===== config.mk =====
export PLATFORM = sky130hd
export DESIGN_NAME = fetch_unit_flat
export DESIGN_NICKNAME = d
export VERILOG_FILES = /design/src/rtl/fetch_pkg.sv /design/src/rtl/fetch_if.sv /design/src/rtl/fetch_skid_buffer.sv /design/src/rtl/fetch_unit.sv /design/src/flat_wrapper.sv
export SDC_FILE = /design/constraint.sdc
export NUM_CORES = 1
export LEC_CHECK = 0
export CAP_MARGIN = 20
export CORE_MARGIN = 10
export CORE_UTILIZATION = 52
export CTS_CLUSTER_SIZE = 40
export DETAILED_ROUTE_END_ITERATION = 8
export PLACE_DENSITY = 0.84
export SLEW_MARGIN = 30
export SYNTH_ARGS = -nofsm -noshare
export SYNTH_HDL_FRONTEND = slang
export SYNTH_SLANG_ARGS = --single-unit

===== constraint.sdc =====
create_clock -name clk -period 3.2 [get_ports clk]
set_clock_uncertainty 0.2 [all_clocks]
set_input_delay 0.64 -clock clk [delete_from_list [all_inputs] [get_ports clk]]
set_output_delay 0.64 -clock clk [all_outputs]
set_load 0.02 [all_outputs]

===== src/rtl/fetch_pkg.sv =====
// Shared types and constants for the instruction fetch unit.
package fetch_pkg;

  typedef enum logic [1:0] {
    ST_REQ   = 2'd0,
    ST_WAIT  = 2'd1,
    ST_DRAIN = 2'd2
  } fetch_state_e;

  localparam logic [31:0] NOP_INSTR_DEFAULT = 32'h0000_0013;
  localparam logic [31:0] PC_INCR           = 32'd4;

  typedef struct packed {
    logic [31:0] pc;
    logic [31:0] instr;
  } fetch_entry_t;

  function automatic logic [31:0] align_word(input logic [31:0] addr);
    return addr & ~32'd3;
  endfunction

endpackage


===== src/rtl/fetch_if.sv =====
// Instruction-memory request/response bus between the fetch unit and memory.
interface fetch_if;
  logic        imem_req_valid;
  logic        imem_req_ready;
  logic [31:0] imem_req_addr;
  logic        imem_rsp_valid;
  logic [31:0] imem_rsp_data;

  modport master (
    output imem_req_valid,
    output imem_req_addr,
    input  imem_req_ready,
    input  imem_rsp_valid,
    input  imem_rsp_data
  );

  modport slave (
    input  imem_req_valid,
    input  imem_req_addr,
    output imem_req_ready,
    output imem_rsp_valid,
    output imem_rsp_data
  );
endinterface


===== src/rtl/fetch_skid_buffer.sv =====
// One-entry holding slot for a fetched instruction that cannot enter the output register.
module fetch_skid_buffer
  import fetch_pkg::*;
(
  input  logic         clk,
  input  logic         reset,
  input  logic         flush_i,
  input  logic         push_i,
  input  logic         pop_i,
  input  fetch_entry_t entry_i,
  output logic         valid_o,
  output fetch_entry_t entry_o
);

  logic         valid_q;
  fetch_entry_t entry_q;

  // Push wins over pop so a simultaneous drain and refill keeps the slot occupied.
  always_ff @(posedge clk or negedge reset) begin
    if (!reset) begin
      valid_q <= 1'b0;
      entry_q <= '0;
    end else if (flush_i) begin
      valid_q <= 1'b0;
    end else if (push_i) begin
      valid_q <= 1'b1;
      entry_q <= entry_i;
    end else if (pop_i) begin
      valid_q <= 1'b0;
    end
  end

  assign valid_o = valid_q;
  assign entry_o = entry_q;

endmodule


===== src/rtl/fetch_unit.sv =====
// Instruction fetch: PC register, single-outstanding imem FSM, output register and skid buffer.
module fetch_unit
  import fetch_pkg::*;
#(
  parameter logic [31:0] RESET_PC  = 32'h0000_0000,
  parameter logic [31:0] NOP_INSTR = NOP_INSTR_DEFAULT
) (
  input  logic        clk,
  input  logic        reset,
  input  logic        stall_in,
  input  logic        redirect_valid,
  input  logic [31:0] redirect_pc,
  fetch_if.master     imem,
  output logic [31:0] pc_out,
  output logic [31:0] instruction_out,
  output logic        valid_out
);

  fetch_state_e state_q, state_d;
  logic [31:0]  pc_q, pc_d;
  logic [31:0]  req_pc_q, req_pc_d;
  logic         req_valid_q, req_valid_d;
  logic         valid_q, valid_d;
  logic [31:0]  pc_out_q, pc_out_d;
  logic [31:0]  instr_q, instr_d;

  logic         buf_valid, buf_valid_d;
  logic         buf_flush, buf_push, buf_pop;
  fetch_entry_t buf_entry, rsp_entry;

  logic req_fire, consume, rsp_load, out_free;

  assign req_fire  = req_valid_q & imem.imem_req_ready;
  assign consume   = valid_q & ~stall_in;
  assign out_free  = ~valid_q | consume;
  assign rsp_entry = '{pc: req_pc_q, instr: imem.imem_rsp_data};

  always_comb begin
    state_d   = state_q;
    pc_d      = pc_q;
    req_pc_d  = req_pc_q;
    valid_d   = valid_q;
    pc_out_d  = pc_out_q;
    instr_d   = instr_q;
    buf_flush = 1'b0;
    buf_push  = 1'b0;
    buf_pop   = 1'b0;
    rsp_load  = 1'b0;

    if (redirect_valid) begin
      pc_d      = align_word(redirect_pc);
      valid_d   = 1'b0;
      instr_d   = NOP_INSTR;
      buf_flush = 1'b1;
      unique case (state_q)
        ST_REQ:   state_d = req_fire ? ST_DRAIN : ST_REQ;
        ST_WAIT:  state_d = imem.imem_rsp_valid ? ST_REQ : ST_DRAIN;
        ST_DRAIN: state_d = imem.imem_rsp_valid ? ST_REQ : ST_DRAIN;
        default:  state_d = ST_REQ;
      endcase
    end else begin
      unique case (state_q)
        ST_REQ: begin
          if (req_fire) begin
            pc_d     = pc_q + PC_INCR;
            req_pc_d = pc_q;
            state_d  = ST_WAIT;
          end
        end
        ST_WAIT: begin
          if (imem.imem_rsp_valid) begin
            rsp_load = 1'b1;
            state_d  = ST_REQ;
          end
        end
        ST_DRAIN: begin
          if (imem.imem_rsp_valid) state_d = ST_REQ;
        end
        default: state_d = ST_REQ;
      endcase

      // Buffered entry is older than any arriving response, so it drains first.
      if (out_free) begin
        if (buf_valid) begin
          valid_d  = 1'b1;
          pc_out_d = buf_entry.pc;
          instr_d  = buf_entry.instr;
          buf_pop  = 1'b1;
          buf_push = rsp_load;
        end else if (rsp_load) begin
          valid_d  = 1'b1;
          pc_out_d = rsp_entry.pc;
          instr_d  = rsp_entry.instr;
        end else if (consume) begin
          valid_d  = 1'b0;
          instr_d  = NOP_INSTR;
        end
      end else if (rsp_load) begin
        buf_push = 1'b1;
      end
    end

    if (buf_flush)     buf_valid_d = 1'b0;
    else if (buf_push) buf_valid_d = 1'b1;
    else if (buf_pop)  buf_valid_d = 1'b0;
    else               buf_valid_d = buf_valid;

    req_valid_d = (state_d == ST_REQ) & ~buf_valid_d;
  end

  always_ff @(posedge clk or negedge reset) begin
    if (!reset) begin
      state_q     <= ST_REQ;
      pc_q        <= RESET_PC;
      req_pc_q    <= '0;
      req_valid_q <= 1'b0;
      valid_q     <= 1'b0;
      pc_out_q    <= '0;
      instr_q     <= NOP_INSTR;
    end else begin
      state_q     <= state_d;
      pc_q        <= pc_d;
      req_pc_q    <= req_pc_d;
      req_valid_q <= req_valid_d;
      valid_q     <= valid_d;
      pc_out_q    <= pc_out_d;
      instr_q     <= instr_d;
    end
  end

  fetch_skid_buffer u_skid (
    .clk     (clk),
    .reset   (reset),
    .flush_i (buf_flush),
    .push_i  (buf_push),
    .pop_i   (buf_pop),
    .entry_i (rsp_entry),
    .valid_o (buf_valid),
    .entry_o (buf_entry)
  );

  assign imem.imem_req_valid = req_valid_q;
  assign imem.imem_req_addr  = pc_q;
  assign pc_out              = pc_out_q;
  assign instruction_out     = instr_q;
  assign valid_out           = valid_q;

endmodule


===== src/flat_wrapper.sv =====
// flat-port wrapper written by rule: the top's interface ports become plain ports
module fetch_unit_flat import fetch_pkg::*;
#(
  parameter logic [31:0] RESET_PC  = 32'h0000_0000,
  parameter logic [31:0] NOP_INSTR = NOP_INSTR_DEFAULT
)
  (clk, reset, stall_in, redirect_valid, redirect_pc, pc_out, instruction_out, valid_out, imem_imem_req_valid, imem_imem_req_addr, imem_imem_req_ready, imem_imem_rsp_valid, imem_imem_rsp_data);
  fetch_if imem_i ();
  input  logic clk;
  input  logic reset;
  input  logic stall_in;
  input  logic redirect_valid;
  input  logic [31:0] redirect_pc;
  output logic [31:0] pc_out;
  output logic [31:0] instruction_out;
  output logic valid_out;
  output wire logic [$bits(imem_i.imem_req_valid)-1:0] imem_imem_req_valid;
  output wire logic [$bits(imem_i.imem_req_addr)-1:0] imem_imem_req_addr;
  input wire logic [$bits(imem_i.imem_req_ready)-1:0] imem_imem_req_ready;
  input wire logic [$bits(imem_i.imem_rsp_valid)-1:0] imem_imem_rsp_valid;
  input wire logic [$bits(imem_i.imem_rsp_data)-1:0] imem_imem_rsp_data;
  assign imem_imem_req_valid = imem_i.imem_req_valid;
  assign imem_imem_req_addr = imem_i.imem_req_addr;
  assign imem_i.imem_req_ready = imem_imem_req_ready;
  assign imem_i.imem_rsp_valid = imem_imem_rsp_valid;
  assign imem_i.imem_rsp_data = imem_imem_rsp_data;
  fetch_unit #(.RESET_PC(RESET_PC), .NOP_INSTR(NOP_INSTR)) u_core (.clk(clk), .reset(reset), .stall_in(stall_in), .redirect_valid(redirect_valid), .redirect_pc(redirect_pc), .imem(imem_i), .pc_out(pc_out), .instruction_out(instruction_out), .valid_out(valid_out));
endmodule

[Word-level counts from Yosys, hierarchy flattened]
Cells that the tools add are included.
Storage, ports and cells
  register bits after elaboration: 197
  bits of input ports: 70
  output and inout bits: 98
  word-level logic and storage cells: 71
Operators by class
  add/subtract/negate cells: 1
  eq/ne operators: 2
  multiplexer cells: 36
  bitwise operators: 9
  reductions and logical operators: 13
Operator list (number)
  32-bit two-way mux: 10
  32-bit by 3-bit adder with 32-bit output, second input constant: 1
  1-bit two-way mux: 19
  2-bit two-way mux: 5
  2-bit case mux with 2 select lines: 2
  2-bit nonzero test: 4
  2-bit AND reduction: 3
  3-bit AND reduction: 2
  1-bit NOT: 5
  2-bit logical NOT: 2
  4-bit nonzero test: 1
  1-bit AND: 3
  2-bit by 1-bit equality test with 1-bit output, second input constant: 1
  2-bit equality test, second input constant: 1
  2-bit OR reduction: 1
  1-bit OR: 1

[Depth between registers and ports, before layout]
  depth in word-level cells: 10
  gate-level depth with buffers: 8

[By module]
From an unflattened synthesis, not the netlist that was laid out.
Second synthesis, totals
  cell total of the unflattened synthesis: 700
  area, all modules: 8997.4 µm²
Modules (own cells, without submodules)
  fetch_unit: times used 1, cells each 560, area each 6256.0 µm², seq. area each 3206.8 µm²
  fetch_skid_buffer: times used 1, cells each 140, area each 2741.4 µm², seq. area each 1626.6 µm²

[Least setup slack after synthesis]
OpenSTA, ideal clock, no wires.
  path kind: input to register
  start point: input redirect_valid
  end point: register u_core.req_pc_q[11]
  setup time: 0.125 ns
  arrival time: 2.000 ns
  data required time: 2.875 ns
  slack: 0.875 ns
  stages on the path: 6
  buffers on the path: 3
  cells stage by stage: clkbuf_1 > inv_1 > nand2b_1 > clkbuf_1 > buf_1 > mux2_2
On the way
  cells in the longest elaborated chain, start to end: 2
RTL lines
  start: declaration: line flat_wrapper.sv:12  | input logic redirect_valid;
  1-bit NOT (no line)
  3-bit AND reduction (no line)
  end signal: assignment: line fetch_unit.sv:123  | req_pc_q <= req_pc_d;
  end: declaration: line fetch_unit.sv:21  | logic [31:0] req_pc_q, req_pc_d;
Every way passes these cells.
A chain may end at the register's enable or synchronous reset.

[Worst setup path in the final report]
  start point: register u_core.state_q[1]
  end point: register u_core.pc_q[28] (netlist: u_core.imem.imem_req_addr[28])
On the way
  cells in the longest elaborated chain, start to end: 3
RTL lines
  start: declaration: line fetch_unit.sv:19  | fetch_state_e state_q, state_d;
  start signal: assignment: line fetch_unit.sv:121  | state_q <= state_d;
  2-bit logical NOT: line fetch_unit.sv:62  | unique case (state_q)
  2-bit nonzero test (no line)
  2-bit AND reduction (no line)
  end signal: assignment: line fetch_unit.sv:122  | pc_q <= pc_d;
  end: declaration: line fetch_unit.sv:20  | logic [31:0] pc_q, pc_d;
Every way passes these cells.

==> impl_metrics.py <==
metrics = {
    "status": {
        "status": "finished clean",
    },
    "logic_synthesis": {
        "synth_cell_types": 43,
        "synth_seq_area_share_pct": 57.1,
        "synth_edf_count": 0,
        "synth-main-ff-cell": "dfrtp_1",
        "syn_avg_cell_area_um2": 11.6,
        "yosys_warnings": 0,
        "syn-cell-area_um2": 8290,
        "ys_async_sr_fraction_pct": 100,
        "syn_inst": 717,
        "synth-seq-cells": 189,
    },
    "cts": {
        "path_clk_slew_ps": 70,
        "cts-root-buf": "clkbuf_16",
        "ctsResizeCount": 0,
        "clk_latency_ps": 430,
        "cts_tree": "built",
        "holdBufCountCts": 0,
        "tritoncts.num_buffers": 17,
        "post_cts_buffers": 0,
        "htreeDepth": 4,
        "cts_sinks": 189,
        "clk_path_buf_depth": 2,
    },
    "power_and_ir_drop": {
        "power.density_nw_per_um2": 617,
        "vdd_drop_max_mv": 0.407,
        "p_leak_nw": 4.61,
    },
    "grt": {
        "track_usage_pct": 18.4,
        "grt-ovfl-total": 0,
        "grt_pass1_vias": 6157,
        "grt_pass1_wl_um": 32400,
        "grt_max_degree": 83,
        "antenna_found_initial": 0,
    },
    "hold_path": {
        "min-delay-path-class": "in2async",
    },
    "place": {
        "placed_cell_area_um2": 10200,
        "place_congestion": 0.838,
        "hpwlAfterDp_um": 13800,
        "io_buffers": 161,
    },
    "timing": {
        "rsz0062_at_grt": "false",
        "slew_viol_final": 0,
        "slew-limit-headroom_pct": 50.0,
        "hold_viol": 0,
        "worst_pin_slew_ps": 750,
        "tns_ps": 0,
        "setup_viol": 0,
        "fin_crit_ps": 2620,
        "fmax_mhz": 382,
        "finalCritPeriodShare_pct": 81.8,
    },
    "cells_and_area": {
        "multiInputGateArea_um2": 3330,
        "final_area_um2": 10800,
        "final_cell_mix": "dfrtp_1 (185), clkdlybuf4s50_1 (160), nand2_1 (91)",
        "layout-drive-gt1-share_pct": 16.2,
        "nets": 944,
        "layout.area.seq_um2": 4740,
        "antenna_cells": 0,
        "final_common_cell": "dfrtp_1",
        "area_growth_pct": 30.0,
        "nFillCells": 1195,
    },
    "setup_path": {
        "crit_path_end_kind": "flop",
        "r2r_slack_ps": 580,
        "path_class": "reg2reg",
        "crit_path_start": "u_core.state_q[1]",
        "reg2reg_from": "u_core.state_q[1]",
        "ff2ff_path_depth": 6,
        "crit_path_max_fanout": 8,
        "r2r_end": "u_core.imem.imem_req_addr[28]",
        "critPathRequiredTime_ps": 3350,
        "cp-start-kind": "flop",
        "arrival_ps": 2760,
    },
    "routing": {
        "vias_per_cell": 5.43,
        "drt_iter0_markers": 232,
        "wl_per_cell_um": 17.6,
        "drtPass1Iterations": 5,
        "dr_total_vias": 5967,
        "drc": 0,
        "routed_wl_um": 19300,
        "drtAntennaViolNets": 0,
    },
    "die": {
        "coreArea_um2": 15800,
        "die_h_um": 146,
        "ios": 168,
        "initial_core_util_pct": 52.5,
        "die_w_um": 146,
        "rows": 46,
        "dieArea_um2": 21400,
    },
    "run": {
        "cap_violations": 0,
    },
}
-- logic make-up (layout without fill, tap and decap cells) --
| family | after synthesis | after routing | share of synthesized area (%) |
|---|---|---|---|
| flops | 189 | 189 | 57.1 |
| simple gates | 177 | 177 | 10.3 |
| mux | 145 | 145 | 18.8 |
| compound gates | 131 | 131 | 9.01 |
| buf+inv | 60 | 222 | 3.02 |
| xor+xnor | 9 | 9 | 0.951 |
| fa+ha+maj | 5 | 5 | 0.755 |
| other cells | 1 | 4 | 0.0453 |
-- cells in the mapped netlist (4+ instances only) --
master	n	area [µm²]
dfrtp_1	186	4650
or4_1	19	143
mux2_2	85	957
o31ai_1	13	97.6
clkbuf_1	38	143
a21oi_1	8	40.0
nand4_1	11	68.8
nand2_1	91	342
o21ai_0	80	400
xor2_1	6	52.6
a31oi_1	19	119
inv_1	12	45.0
nand3_1	15	75.1
buf_4	4	30.0
mux2i_1	60	601
nor2_1	17	63.8
ha_1	5	62.6
or3_1	5	31.3
-- registers in the layout, summed over array words and instances, names as in the netlist --
name	cells
u_core.state_q	2
u_core.pc_out	30
u_core.valid_out	1
u_core.imem.imem_req_valid	1
u_core.u_skid.entry_o	62
u_core.req_pc_q	30
u_core.instruction_out	32
u_core.u_skid.valid_o	1
u_core.imem.imem_req_addr	30
-- routing by layer --
layer	GRT usage, %	vias to the layer above	wire length [µm]
li1	-	2857	-
met1	24.3	2919	8810
met2	28.9	176	9080
met3	5.32	15	1230
met4	5.36	0	176
met5	0	-	0
-- worst max-delay path, stage by stage (launching register included) --
cell and delay (ps):
dfrtp_1 380, inv_1 130, ha_1 240, nand4_1 160
or4_1 730, or4_1 520, a31oi_1 170
-- metrics by stage --
step	total power [mW]	setup slack, ps	utilization [%]	hold WS, ps	cells
final	6.65	583	68.3	50.0	1098
after global routing	6.98	476	68.3	86.6	1098
after CTS	6.71	601	68.3	55.7	1098
after detailed placement	4.53	183	64.4	262	1066
after global placement	4.46	205	64.4	257	1066
after floorplan	3.78	875	-	144	720
-- where the power goes --
part	switching (mW)	internal [mW]	leakage [nW]
registers	0.312	2.76	2.47
clock network	0.872	1.30	0.298
logic	0.712	0.695	1.85
total	1.90	4.75	4.61
-- cell type report --
cell class	instances	share of cell area [%]
repair buffers	177	16.5
multi-input cells	471	30.9
clock buffers	23	4.44
flip-flops and latches	189	44.0
well taps	216	2.51
inverters	13	0.453
clock inverters	9	1.24
-- worst max-delay path by stage --
stage,endpoint,slack [ps],cells after the start
global route,u_core.imem.imem_req_addr[28],480,6
CTS,u_core.imem.imem_req_addr[28],600,6
floorplan,u_core.req_pc_q[11],870,6
finish,u_core.imem.imem_req_addr[28],580,6
global placement,u_core.imem.imem_req_addr[28],200,5
detailed placement,u_core.imem.imem_req_addr[28],180,5
No activity file was read; power rests on OpenSTA's default activity.
